==> config.mk <==
export PLATFORM = sky130hd
export DESIGN_NAME = multicycle_ctrl_flat
export DESIGN_NICKNAME = d
export VERILOG_FILES = /design/src/rtl/multicycle_ctrl_if.sv /design/src/rtl/multicycle_ctrl.sv /design/src/flat_wrapper.sv
export SDC_FILE = /design/constraint.sdc
export NUM_CORES = 1
export LEC_CHECK = 0
export CELL_PAD_IN_SITES_DETAIL_PLACEMENT = 1
export CELL_PAD_IN_SITES_GLOBAL_PLACEMENT = 1
export CORE_MARGIN = 10
export CORE_UTILIZATION = 26
export DETAILED_ROUTE_END_ITERATION = 10
export PLACE_DENSITY_LB_ADDON = 0.1
export SLEW_MARGIN = 30
export SYNTH_ARGS = -nofsm -noshare
export SYNTH_HDL_FRONTEND = slang
export SYNTH_SLANG_ARGS = --single-unit
export TNS_END_PERCENT = 30
==> constraint.sdc <==
create_clock -name clk -period 2.15 [get_ports clk]
set_clock_uncertainty 0.15 [all_clocks]
set_input_delay 0.43 -clock clk [delete_from_list [all_inputs] [get_ports clk]]
set_output_delay 0.43 -clock clk [all_outputs]
set_load 0.05 [all_outputs]
==> src/rtl/multicycle_ctrl_if.sv <==
// Controller <-> datapath/memory bundle for multicycle_ctrl.
// master = controller side, slave = datapath/memory side.
interface multicycle_ctrl_if #(
   parameter int RADDR_W = 4
);
   logic [31:0]        instr;
   logic [3:0]         alu_flags;
   logic               mem_ack;
   logic               mem_req;
   logic               mem_we;
   logic               addr_src;
   logic               ir_we;
   logic               pc_we;
   logic [1:0]         pc_src;
   logic               reg_we;
   logic [RADDR_W-1:0] reg_waddr;
   logic [1:0]         alu_src_b;
   logic [1:0]         result_src;
   logic [3:0]         flags;
   logic               abort;
   logic [2:0]         state;

   modport master (
      input  instr, alu_flags, mem_ack,
      output mem_req, mem_we, addr_src, ir_we, pc_we, pc_src, reg_we, reg_waddr,
             alu_src_b, result_src, flags, abort, state
   );

   modport slave (
      output instr, alu_flags, mem_ack,
      input  mem_req, mem_we, addr_src, ir_we, pc_we, pc_src, reg_we, reg_waddr,
             alu_src_b, result_src, flags, abort, state
   );
endinterface

==> src/rtl/multicycle_ctrl.sv <==
// Multicycle ARM-subset control FSM with memory-wait timeout and abort pulse.
// Optional CTRL_COND_EXEC_EN: evaluate the cond field against stored flags in DECODE.
module multicycle_ctrl #(
   parameter int RADDR_W = 4,
   parameter int TMO_CYC = 15
) (
   input  logic             clk,
   input  logic             rst,
   multicycle_ctrl_if.master bus
);
   typedef enum logic [2:0] {
      FETCH    = 3'd0,
      DECODE   = 3'd1,
      EXEC_DP  = 3'd2,
      MEM_ADDR = 3'd3,
      MEM_RD   = 3'd4,
      MEM_WR   = 3'd5,
      WB       = 3'd6,
      BRANCH   = 3'd7
   } state_t;

   state_t     r_state, w_next;
   logic [3:0] r_flags;
   logic [7:0] r_wait;
   logic       r_abort;
   logic       r_from_rd;

   logic [3:0] w_cmd, w_rd;
   logic [1:0] w_op;
   logic       w_i, w_s, w_l, w_cond_ok, w_mem_phase, w_wait, w_tmo;

   assign w_cmd = bus.instr[24:21];
   assign w_rd  = bus.instr[15:12];
   assign w_op  = bus.instr[27:26];
   assign w_i   = bus.instr[25];
   assign w_l   = bus.instr[24];
   assign w_s   = bus.instr[20];

`ifdef CTRL_COND_EXEC_EN
   logic w_n, w_z, w_c, w_v;
   assign {w_n, w_z, w_c, w_v} = r_flags;
   always_comb begin
      case (bus.instr[31:28])
         4'h0:    w_cond_ok = w_z;
         4'h1:    w_cond_ok = !w_z;
         4'h2:    w_cond_ok = w_c;
         4'h3:    w_cond_ok = !w_c;
         4'h4:    w_cond_ok = w_n;
         4'h5:    w_cond_ok = !w_n;
         4'h6:    w_cond_ok = w_v;
         4'h7:    w_cond_ok = !w_v;
         4'h8:    w_cond_ok = w_c && !w_z;
         4'h9:    w_cond_ok = !w_c || w_z;
         4'hA:    w_cond_ok = (w_n == w_v);
         4'hB:    w_cond_ok = (w_n != w_v);
         4'hC:    w_cond_ok = !w_z && (w_n == w_v);
         4'hD:    w_cond_ok = w_z || (w_n != w_v);
         4'hE:    w_cond_ok = 1'b1;
         default: w_cond_ok = 1'b0;
      endcase
   end
`else
   assign w_cond_ok = 1'b1;
`endif

   // Only the memory-facing states listen to mem_ack; elsewhere it is ignored.
   assign w_mem_phase = (r_state == FETCH) || (r_state == MEM_RD) || (r_state == MEM_WR);
   assign w_wait      = w_mem_phase && !bus.mem_ack;
   assign w_tmo       = w_wait && (r_wait == 8'(TMO_CYC - 1));

   always_comb begin
      w_next         = r_state;
      bus.mem_req    = 1'b0;
      bus.mem_we     = 1'b0;
      bus.addr_src   = 1'b0;
      bus.ir_we      = 1'b0;
      bus.pc_we      = 1'b0;
      bus.pc_src     = 2'b00;
      bus.reg_we     = 1'b0;
      bus.reg_waddr  = '0;
      bus.alu_src_b  = 2'b00;
      bus.result_src = 2'b00;
      case (r_state)
         FETCH: begin
            bus.mem_req = 1'b1;
            if (bus.mem_ack) begin
               bus.ir_we = 1'b1;
               bus.pc_we = 1'b1;
               w_next    = DECODE;
            end
         end
         DECODE: begin
            if (!w_cond_ok) w_next = FETCH;
            else begin
               case (w_op)
                  2'b00:   w_next = EXEC_DP;
                  2'b01:   w_next = MEM_ADDR;
                  2'b10:   w_next = BRANCH;
                  default: w_next = FETCH;
               endcase
            end
         end
         EXEC_DP: begin
            bus.alu_src_b = w_i ? 2'b01 : ((w_cmd == 4'b1101) ? 2'b10 : 2'b00);
            // TST/TEQ/CMP/CMN only set flags
            w_next = (w_cmd[3:2] == 2'b10) ? FETCH : WB;
         end
         MEM_ADDR: begin
            bus.alu_src_b = w_i ? 2'b00 : 2'b01;
            w_next        = w_s ? MEM_RD : MEM_WR;
         end
         MEM_RD: begin
            bus.mem_req  = 1'b1;
            bus.addr_src = 1'b1;
            if (bus.mem_ack) w_next = WB;
         end
         MEM_WR: begin
            bus.mem_req  = 1'b1;
            bus.addr_src = 1'b1;
            bus.mem_we   = 1'b1;
            if (bus.mem_ack) w_next = FETCH;
         end
         WB: begin
            bus.result_src = r_from_rd ? 2'b01 : ((w_cmd == 4'b1101) ? 2'b10 : 2'b00);
            if (w_rd == 4'hF) begin
               bus.pc_we  = 1'b1;
               bus.pc_src = 2'b10;
            end else begin
               bus.reg_we    = 1'b1;
               bus.reg_waddr = RADDR_W'(w_rd);
            end
            w_next = FETCH;
         end
         BRANCH: begin
            bus.pc_we  = 1'b1;
            bus.pc_src = 2'b01;
            if (w_l) begin
               bus.reg_we     = 1'b1;
               bus.reg_waddr  = RADDR_W'(4'd14);
               bus.result_src = 2'b11;
            end
            w_next = FETCH;
         end
      endcase
      if (w_tmo) w_next = FETCH;
   end

   always_ff @(posedge clk or posedge rst) begin
      if (rst) begin
         r_state   <= FETCH;
         r_flags   <= 4'b0000;
         r_wait    <= 8'd0;
         r_abort   <= 1'b0;
         r_from_rd <= 1'b0;
      end else begin
         r_state   <= w_next;
         r_abort   <= w_tmo;
         r_from_rd <= (r_state == MEM_RD);
         if (r_state == EXEC_DP && w_s) r_flags <= bus.alu_flags;
         // timeout already fired, an ack arrived, or the state moved: start over
         if (w_tmo || !w_wait || (w_next != r_state)) r_wait <= 8'd0;
         else                                         r_wait <= r_wait + 8'd1;
      end
   end

   assign bus.state = r_state;
   assign bus.flags = r_flags;
   assign bus.abort = r_abort;
endmodule

==> src/flat_wrapper.sv <==
// flat-port wrapper written by rule: the top's interface ports become plain ports
module multicycle_ctrl_flat 
#(
   parameter int RADDR_W = 4,
   parameter int TMO_CYC = 15
)
  (clk, rst, bus_instr, bus_alu_flags, bus_mem_ack, bus_mem_req, bus_mem_we, bus_addr_src, bus_ir_we, bus_pc_we, bus_pc_src, bus_reg_we, bus_reg_waddr, bus_alu_src_b, bus_result_src, bus_flags, bus_abort, bus_state);
  multicycle_ctrl_if #(.RADDR_W(RADDR_W)) bus_i ();
  input  logic clk;
  input  logic rst;
  input wire logic [$bits(bus_i.instr)-1:0] bus_instr;
  input wire logic [$bits(bus_i.alu_flags)-1:0] bus_alu_flags;
  input wire logic [$bits(bus_i.mem_ack)-1:0] bus_mem_ack;
  output wire logic [$bits(bus_i.mem_req)-1:0] bus_mem_req;
  output wire logic [$bits(bus_i.mem_we)-1:0] bus_mem_we;
  output wire logic [$bits(bus_i.addr_src)-1:0] bus_addr_src;
  output wire logic [$bits(bus_i.ir_we)-1:0] bus_ir_we;
  output wire logic [$bits(bus_i.pc_we)-1:0] bus_pc_we;
  output wire logic [$bits(bus_i.pc_src)-1:0] bus_pc_src;
  output wire logic [$bits(bus_i.reg_we)-1:0] bus_reg_we;
  output wire logic [$bits(bus_i.reg_waddr)-1:0] bus_reg_waddr;
  output wire logic [$bits(bus_i.alu_src_b)-1:0] bus_alu_src_b;
  output wire logic [$bits(bus_i.result_src)-1:0] bus_result_src;
  output wire logic [$bits(bus_i.flags)-1:0] bus_flags;
  output wire logic [$bits(bus_i.abort)-1:0] bus_abort;
  output wire logic [$bits(bus_i.state)-1:0] bus_state;
  assign bus_i.instr = bus_instr;
  assign bus_i.alu_flags = bus_alu_flags;
  assign bus_i.mem_ack = bus_mem_ack;
  assign bus_mem_req = bus_i.mem_req;
  assign bus_mem_we = bus_i.mem_we;
  assign bus_addr_src = bus_i.addr_src;
  assign bus_ir_we = bus_i.ir_we;
  assign bus_pc_we = bus_i.pc_we;
  assign bus_pc_src = bus_i.pc_src;
  assign bus_reg_we = bus_i.reg_we;
  assign bus_reg_waddr = bus_i.reg_waddr;
  assign bus_alu_src_b = bus_i.alu_src_b;
  assign bus_result_src = bus_i.result_src;
  assign bus_flags = bus_i.flags;
  assign bus_abort = bus_i.abort;
  assign bus_state = bus_i.state;
  multicycle_ctrl #(.RADDR_W(RADDR_W), .TMO_CYC(TMO_CYC)) u_core (.clk(clk), .rst(rst), .bus(bus_i));
endmodule
==> key figures, run 1 <==
GRT
  – Vias in the first global route: 1172
  – Largest net degree at the start of global routing: 12
  – Initial antenna violation count: 0
  – Total grt overflow: 0
  – Global-route wire length before repair: 5900 um
  – GR Util All Layers: 10.1%

Worst setup path
  – Critical Path RT: 1.57 ns
  – Max FO, Critical Path: 8
  – Crit path launch type: flip-flop
  – Critical path arrival: 1.56 ns
  – Critical path class: reg2out
  – Reg-to-reg setup timing slack: 0.43 ns
  – Reg2Reg Launch Point: u_core.bus.state[2]
  – Endpoint class of the critical path: output port
  – RR Endpoint: u_core.bus.flags[0]
  – R2R depth: 4

Detailed routing
  – # DRC: 0
  – Drt total wl: 3490 um
  – Iter 0 DRT Violations: 26
  – Vias/cell: 4.78
  – Via count: 1038
  – Final ANT Viol Nets: 0
  – Wirelength per Cell: 16.1 um
  – TritonRoute pass-1 iters: 3

STA
  – Max frequency: 466 MHz
  – Worst slew pin tran: 0.511 ns
  – Final min period: 2.14 ns
  – Max-slew violation count: 0
  – RSZ-0062 raised after global routing: yes
  – Final period util: 99.7%
  – Relative slew slack: between 60% and 70%
  – Hold Fails Final Rpt: 0
  – Setup Viol. Count Final: 0

Clock tree
  – CTS HTree Levels: 1
  – Worst skew pair latency: roughly 0.25 ns
  – TritonCTS Buffers: 3
  – Worst-path clk slew: 0.07 ns
  – CTS tree: done
  – Number of hold buffers added after cts: 0
  – Clk Tree Root Cell: clkbuf_8
  – Maximum clock path buffer count: 2
  – Clock Sinks: 17

Floorplan
  – Core box area: 3740 um^2
  – Die width: 83.0 um
  – Number of cell rows: 22
  – Die area: 6880 um^2
  – Die height: 83.0 um
  – Initial Utilization: 27.5%
  – Io pins: 63

Pwr
  – Pwr Density: 1180 nW/um^2
  – Static Leak: 0.843 nW
  – VDD IR max: around 600 uV
  – Design Power: 2.29 mW

Synthesis
  – Yosys reg bits: 17
  – Primary FF master, synth: dfrtp_1
  – Register area share after synthesis: 41.3%
  – Post-synthesis cell type count: 33
  – YS warnings: 0
  – Mapped Cells: 112
  – Synth async-reset ratio: 100%
  – Synthesized area: about 1000 um^2
  – EDFF count, synth: 0
  – Syn nets: 155
  – Synthesized area per cell: 9.21 um^2

Final layout
  – Finished Cell Area: about 1900 um^2
  – Total Nets Final: 213
  – Layout cells sized above 1: 37.9%
  – Antenna diodes: 0
  – Area delta synth->final: 87.3%

Placed design
  – Final GP Congestion: 0.748
  – Area after DPL: 1860 um^2
  – Port buffer count: 42
  – Post-DP HPWL: slightly below 3000 um

Job
  – Max Cap Viol: 0

Outcome
  – Outcome: finished clean

Min path
  – HP Class: in2async
## area by class of cell
| type | count | area, um^2 |
|---|---|---|
| tap | 48 | 60.1 |
| fill | 427 | 1810 |
| timing repair buffer | 57 | 694 |
| inverter | 6 | 25.0 |
| clock buffer | 4 | 45.0 |
| multi-input combinational | 85 | 677 |
| sequential | 17 | 429 |
## sequential cells by signal, indices dropped and copies added (netlist names)
name / flops
u_core.r_wait: 8
u_core.bus.abort: 1
u_core.bus.flags: 4
u_core.r_from_rd: 1
u_core.bus.state: 3
## worst max-delay path by stage
stage	cells after the start	slack, ns	to	start
after floorplan	5	-0.1	u_core.r_wait[2]	u_core.bus.state[2]
after global placement	6	-0.21	bus_reg_we	bus_instr[14]
after detailed placement	6	-0.22	bus_reg_we	bus_instr[14]
after CTS	4	-0.02	bus_alu_src_b[1]	u_core.bus.state[2]
after global routing	4	-0.05	bus_alu_src_b[1]	u_core.bus.state[2]
final	4	0.006	bus_alu_src_b[1]	u_core.bus.state[2]
## placed cells by master, fill, tap and decap left out, types with 5 or more instances in the layout
master | synthesis | final
dfrtp_1 | 17 | 14
buf_12 | 0 | 16
clkdlybuf4s50_1 | 0 | 15
buf_4 | 1 | 17
nor2_1 | 19 | 16
nand3_1 | 7 | 7
xor2_1 | 5 | 5
nand4_1 | 5 | 5
inv_1 | 5 | 5
## cell usage after synthesis (2+ instances only)
master	n	area, um^2
a31oi_1	2	12.5
xor2_1	5	43.8
nand3_1	7	35.0
and2_1	2	12.5
dfrtp_1	17	425
nor2_1	19	71.3
mux2_2	4	45.0
nand4_1	5	31.3
xnor2_1	2	17.5
nor3_1	4	20.0
nand2_1	5	18.8
buf_2	2	10.0
nand2b_1	3	18.8
ha_1	4	50.1
a21oi_1	9	45.0
inv_1	5	18.8
## per-layer routing
| metal | track usage [%] | wire, um | part of all wire (%) |
|---|---|---|---|
| met2 | 19.3 | 2080 | 59 |
| met4 | 2.31 | 19 | 0.54 |
| met5 | 0 | 0 | 0 |
| met3 | 2.73 | 111 | 3.2 |
| met1 | 10.5 | 1280 | 37 |
## stage by stage
stage	std cells	TNS (ns)	setup WS [ns]	hold slack [ns]	util [%]
final	217	0	0.00575	0.296	51.6
after global routing	217	-0.0492	-0.0492	0.337	51.6
after CTS	217	-0.0406	-0.0164	0.307	51.2
after detailed placement	212	-1.03	-0.223	0.345	49.6
after global placement	212	-0.777	-0.207	0.344	49.6
after floorplan	112	-0.934	-0.0997	0.206	-
## power breakdown
group	internal [mW]	switching [mW]
clock	0.131	0.106
combinational	0.632	0.911
sequential	0.411	0.0973
## kinds of logic (layout without fill, tap and decap cells)
kind of cell    after synthesis  after routing  synth area share [%]
simple gates                 54             54                  29.0
flops                        17             17                  41.3
compound gates               16             16                  9.59
buf+inv                      10             67                  4.98
xor+xnor                      7              7                  5.95
fa+ha+maj                     4              4                  4.85
mux                           4              4                  4.37
## timing repair
item                       4_1_cts  5_1_grt
hold endpoints to repair         0        0
setup endpoints to repair        9        9
resized for setup                9        6
buffers inserted                 1        0
pin swaps                        3        2
## worst max-delay path: stages, from the launching register on
cell,delay [ns]
dfrtp_2,0.45
buf_6,0.15
nand2b_4,0.18
nor4_4,0.34
buf_12,0.18
(Power assumes the default switching activity.)
==> run 2, diff against run 1 <==
- PLACE_DENSITY: unset -> 0.86
- PLACE_DENSITY_LB_ADDON: 0.1 -> unset
==> run 2 against run 1 <==
Net effect:
- register-to-register slack gained 0.07 ns
- hold slack gained 0.065 ns
- global-route usage grew 0.74 points
- die area is the same
- highest routed layer unchanged
- via count grew 0.58%
- count of clock-buffer cells in the layout shrank 1
- flip-flop and latch count is the same
- maximum frequency grew 3.2%
==> key figures, run 2 (synthesis gave the netlist of run 1 again) <==
Pwr
  – Static Leak: about 0.84 nW
  – Switching share of power: 49.6%
  – VDD IR max: a little under 600 uV
  – Pwr Density: 1200 nW/um^2
  – Clock power share: around a tenth
  – Net switching power: 1.14 mW
  – Sequential share of power: 23.4%
  – P_int: 1.16 mW
  – Combinational share of power: around 66%

GRT
  – Largest net degree at the start of global routing: 18
  – Vias in the first global route: ~1100
  – Initial antenna violation count: 0
  – GR Util All Layers: 10.8%
  – Total grt overflow: 0
  – Global-route wire length before repair: 6240 um

Final layout
  – Antenna diodes: 0
  – Number of flip-flops in the largest register: 8
  – Most frequent cells in the layout: buf_4 (16), buf_12 (16), dfrtp_1 (15)
  – Layout Utilization: 51.2%
  – Layout cells sized above 1: 38.3%
  – # fillers: 430
  – Finished Cell Area: 1920 um^2
  – Fin cells: between 200 and 250
  – Area delta synth->final: 85.9%
  – Biggest register: u_core.r_wait
  – Total Nets Final: 211

STA
  – Fin worst setup slack: 0.0719 ns
  – Max frequency: 481 MHz
  – Relative slew slack: a little under three fifths
  – RSZ-0062 raised after global routing: no
  – Worst hold slack: 0.361 ns
  – Setup Viol. Count Final: 0
  – Final min period: 2.08 ns
  – Final period util: 96.7%
  – Max-slew violation count: 0
  – Hold Fails Final Rpt: 0
  – Worst slew pin tran: approximately 0.65 ns

Clock tree
  – CTS HTree Levels: 1
  – Setup bufs post-CTS: 0
  – TritonCTS Buffers: 3
  – Clock Sinks: 17
  – CTS tree: done
  – Maximum clock path buffer count: 2
  – Clk Tree Root Cell: clkbuf_8
  – Worst-path clk slew: 0.07 ns
  – Worst skew pair latency: roughly 0.25 ns

Worst setup path
  – Critical Path RT: 1.57 ns
  – Endpoint class of the critical path: output port
  – Max FO, Critical Path: 3
  – Critical path class: in2out
  – Worst setup path startpoint: bus_mem_ack
  – Reg2Reg Launch Point: u_core.bus.state[2]
  – Crit path launch type: input pin
  – Critical path arrival: 1.50 ns

Placed design
  – Final GP Congestion: 0.825
  – Cell total after placement: 211
  – Place WS: -0.196 ns
  – Area after DPL: 1850 um^2
  – Port buffer count: 42
  – Post-DP HPWL: 3140 um

Detailed routing
  – Via count: 1044
  – Iter 0 DRT Violations: 43
  – Drt total wl: 3680 um
  – Vias/cell: a little under 5
  – # DRC: 0
  – Final ANT Viol Nets: 0
  – Wirelength per Cell: approximately 17 um
  – TritonRoute pass-1 iters: 4

Floorplan
  – Core box area: 3740 um^2
  – Die width: roughly 83 um
  – Die area: between 6000 and 7000 um^2
  – Die height: roughly 83 um
  – Io pins: between 60 and 70
  – Number of cell rows: 22
  – Initial Utilization: around 28%

Outcome
  – Outcome: finished clean

Job
  – Max Cap Viol: 0

Min path
  – Hold Path Origin: u_core.bus.flags[3]
  – HP Class: reg2reg
==> run 2: changes by cell type in the layout (fill, tap and decap cells not counted), sizes merged <==
cell           change
clkbuf             -1
dlymetal6s2s       -1
clkdlybuf4s50      -1
dlygate4sd2        +1
buf                -1
clkinv             +1
==> run 2: metrics by stage <==
stage	total power [mW]	TNS, ns
global placement	2.00	-0.285
floorplan	1.42	-0.934
finish	2.30	0
detailed placement	2.06	-0.630
CTS	2.32	-0.0470
global route	2.45	0
==> run 2: metal layers <==
metal  up-vias  global-route usage (%)  share of wire, %
met5         -                       0                 0
met4         0                    2.77              0.90
met3         3                    3.32               5.1
met2        32                    19.2                54
met1       510                    12.1                40
li1        499                       -                 -
==> run 2: worst paths after layout <==
kind,to,slack [ns],cells past startpoint
min in group asynchronous,u_core.r_wait[2],0.41,2
min,u_core.bus.flags[3],0.36,1
max,bus_pc_we,0.07,5
min reg2reg,u_core.bus.flags[3],0.36,1
max in group asynchronous,u_core.bus.state[0],0.98,2
max reg2reg,u_core.bus.flags[2],0.50,3
==> run 2: critical path, stage by stage <==
cell             delay, ns
clkdlybuf4s50_1       0.50
nand2_1               0.13
nor3_4                0.14
o21bai_4              0.15
buf_12                0.15
==> run 2: repair_timing <==
item / in CTS / in global routing
endpoints found under the setup margin: 9 / 12
pin swaps: 3 / 3
hold buffers: 0 / 0
gates resized for setup: 7 / 8
cloned: 0 / 0
==> run 2: final cells by class <==
cell class / count / area (um^2) / area share, %
multi-input cells: 85 / 684 / 35.7
clock buffers: 3 / 41.3 / 2.15
flip-flops and latches: 17 / 428 / 22.3
well taps: 48 / 60.1 / 3.13
repair buffers: 55 / 673 / 35.1
clock inverters: 1 / 5.00 / 0.261
inverters: 6 / 25.0 / 1.31
==> run 2: power by group through the flow <==
stage / clock network (mW) / registers [mW] / logic (mW)
final: 0.240 / 0.539 / 1.52
after global routing: 0.271 / 0.560 / 1.62
after CTS: 0.252 / 0.530 / 1.54
after detailed placement: 0 / 0.533 / 1.52
after global placement: 0 / 0.526 / 1.48
after floorplan: 0 / 0.697 / 0.727
==> run 3, diff against run 2 <==
- CTS_BUF_LIST: unset -> sky130_fd_sc_hd__clkbuf_16
==> run 3 against run 2 <==
Net effect:
- first-iteration DRC count is 7.0% higher
- cell count stayed put
- flip-flop and latch count stayed put
- routed wire length is 2.4% higher
- clock power is 59% higher
- critical path type unchanged
- highest routed layer unchanged
==> key figures, run 3 (synthesis gave the netlist of run 1 again) <==
Worst setup path
  – Max FO, Critical Path: 3
  – Critical path arrival: 1.50 ns
  – Max incr delay on CP: ~0.50 ns
  – Crit path launch type: input pin
  – Critical Path, Cell by Cell: clkdlybuf4s50_1 -> nand2_1 -> nor3_4 -> o21bai_4 -> buf_12
  – Critical Path RT: 1.57 ns
  – Critical path's top delay family: buffers and inverters
  – CP bufs+invs: 2
  – Endpoint class of the critical path: output port
  – Max stage delay cell, worst path: clkdlybuf4s50_1
  – Critical path class: in2out

Placed design
  – Place WS: -0.196 ns
  – Final GP Congestion: about 0.83
  – Port buffer count: 42
  – Post-DP HPWL: 3140 um

Pwr
  – Design Power: 2.44 mW
  – Static Leak: 0.853 nW
  – VDD IR max: 592 uV
  – Pwr Density: 1250 nW/um^2

STA
  – Worst slew pin tran: 0.652 ns
  – Max-slew violation count: 0
  – Hold Fails Final Rpt: 0
  – Final TNS setup: 0 ns
  – Final period util: 97.0%
  – Setup Viol. Count Final: 0
  – Fin worst setup slack: about 0.065 ns
  – RSZ-0062 raised after global routing: no
  – Max frequency: approximately 480 MHz
  – Final min period: 2.08 ns
  – Relative slew slack: a little under three fifths

Detailed routing
  – Drt total wl: 3770 um
  – TritonRoute pass-1 iters: 4
  – Vias/cell: 4.90
  – Wirelength per Cell: between 15 and 20 um
  – Via count: 1053
  – # DRC: 0
  – Final ANT Viol Nets: 0
  – Iter 0 DRT Violations: 46

Floorplan
  – Die width: 83.0 um
  – Die height: 83.0 um
  – Die area: slightly below 7000 um^2
  – Io pins: 63
  – Core box area: ~3700 um^2
  – Number of cell rows: 22
  – Initial Utilization: 27.5%

GRT
  – Global Route met1 Usage: 12.2%
  – Global-route wire length before repair: between 6000 and 7000 um
  – Met2 Usage GRT: 20.0%
  – Initial antenna violation count: 0
  – Largest net degree at the start of global routing: 18
  – Vias in the first global route: 1161
  – GRT met3 Usage: under 10%
  – Total grt overflow: 0
  – GR Util All Layers: 11.2%
  – GR peak layer: met2

Final layout
  – Number of flip-flops in the largest register: 8
  – Total Nets Final: ~210
  – Antenna diodes: 0
  – Area delta synth->final: 89.0%
  – Biggest register: u_core.r_wait
  – Most frequent cells in the layout: buf_4 (16), buf_12 (16), nor2_1 (15), dfrtp_1 (15), clkdlybuf4s50_1 (14)
  – Layout cells sized above 1: 37.7%

Clock tree
  – TritonCTS Buffers: 3
  – Maximum clock path buffer count: 2
  – CTS tree: done
  – CTS HTree Levels: 1
  – Number of hold buffers added after cts: 0
  – Worst skew pair latency: 0.25 ns
  – Clock Sinks: 17
  – Worst-path clk slew: 0.05 ns
  – Clk Tree Root Cell: clkbuf_16

Outcome
  – Outcome: finished clean

Min path
  – HP Class: reg2reg

Job
  – Max Cap Viol: 0
-- run 3: final timing paths --
check | cells past startpoint | slack, ns | startpoint | to
worst max-delay path | 5 | 0.07 | bus_mem_ack | bus_pc_we
worst min-delay path | 1 | 0.36 | u_core.bus.flags[2] | u_core.bus.flags[2]
worst max register to register | 3 | 0.49 | u_core.bus.state[1] | u_core.bus.flags[0]
worst min register to register | 1 | 0.36 | u_core.bus.flags[2] | u_core.bus.flags[2]
max in group asynchronous | 2 | 0.97 | rst | u_core.bus.state[0]
min in group asynchronous | 2 | 0.42 | rst | u_core.r_wait[3]
-- run 3: layout make-up --
type	count	area, um^2
clock buffer	3	75.1
clock inverter	1	5.00
fill	422	1800
inverter	6	25.0
multi-input combinational	85	682
sequential	17	428
tap	48	60.1
timing repair buffer	55	673
-- run 3: repair_timing --
item                                   in CTS  in global routing
cloned                                      0                  0
resized for setup                           7                  7
setup endpoints to repair                   9                 11
endpoints found under the hold margin       0                  0
setup buffers                               0                  0
pin swaps                                   3                  3
-- run 3: where the power goes --
part | switching [mW] | internal [mW] | total [mW]
logic | 0.900 | 0.623 | 1.52
registers | 0.131 | 0.409 | 0.540
clock network | 0.131 | 0.249 | 0.381
total | 1.16 | 1.28 | 2.44
-- run 3: layer usage --
| metal | routed length [um] | up-vias |
|---|---|---|
| li1 | - | 500 |
| met1 | 1490 | 516 |
| met2 | 2060 | 34 |
| met3 | 182 | 3 |
| met4 | 43 | 0 |
| met5 | 0 | - |
-- run 3: through the flow --
stage | utilization [%] | std cells | area [um^2] | hold slack, ns
6_report | 52.0 | 215 | 1950 | 0.359
5_1_grt | 52.0 | 215 | 1950 | 0.386
4_1_cts | 51.5 | 215 | 1930 | 0.363
3_5_place_dp | 49.3 | 211 | 1850 | 0.353
3_3_place_gp | 49.3 | 211 | 1850 | 0.343
2_1_floorplan | - | 112 | 1150 | 0.206
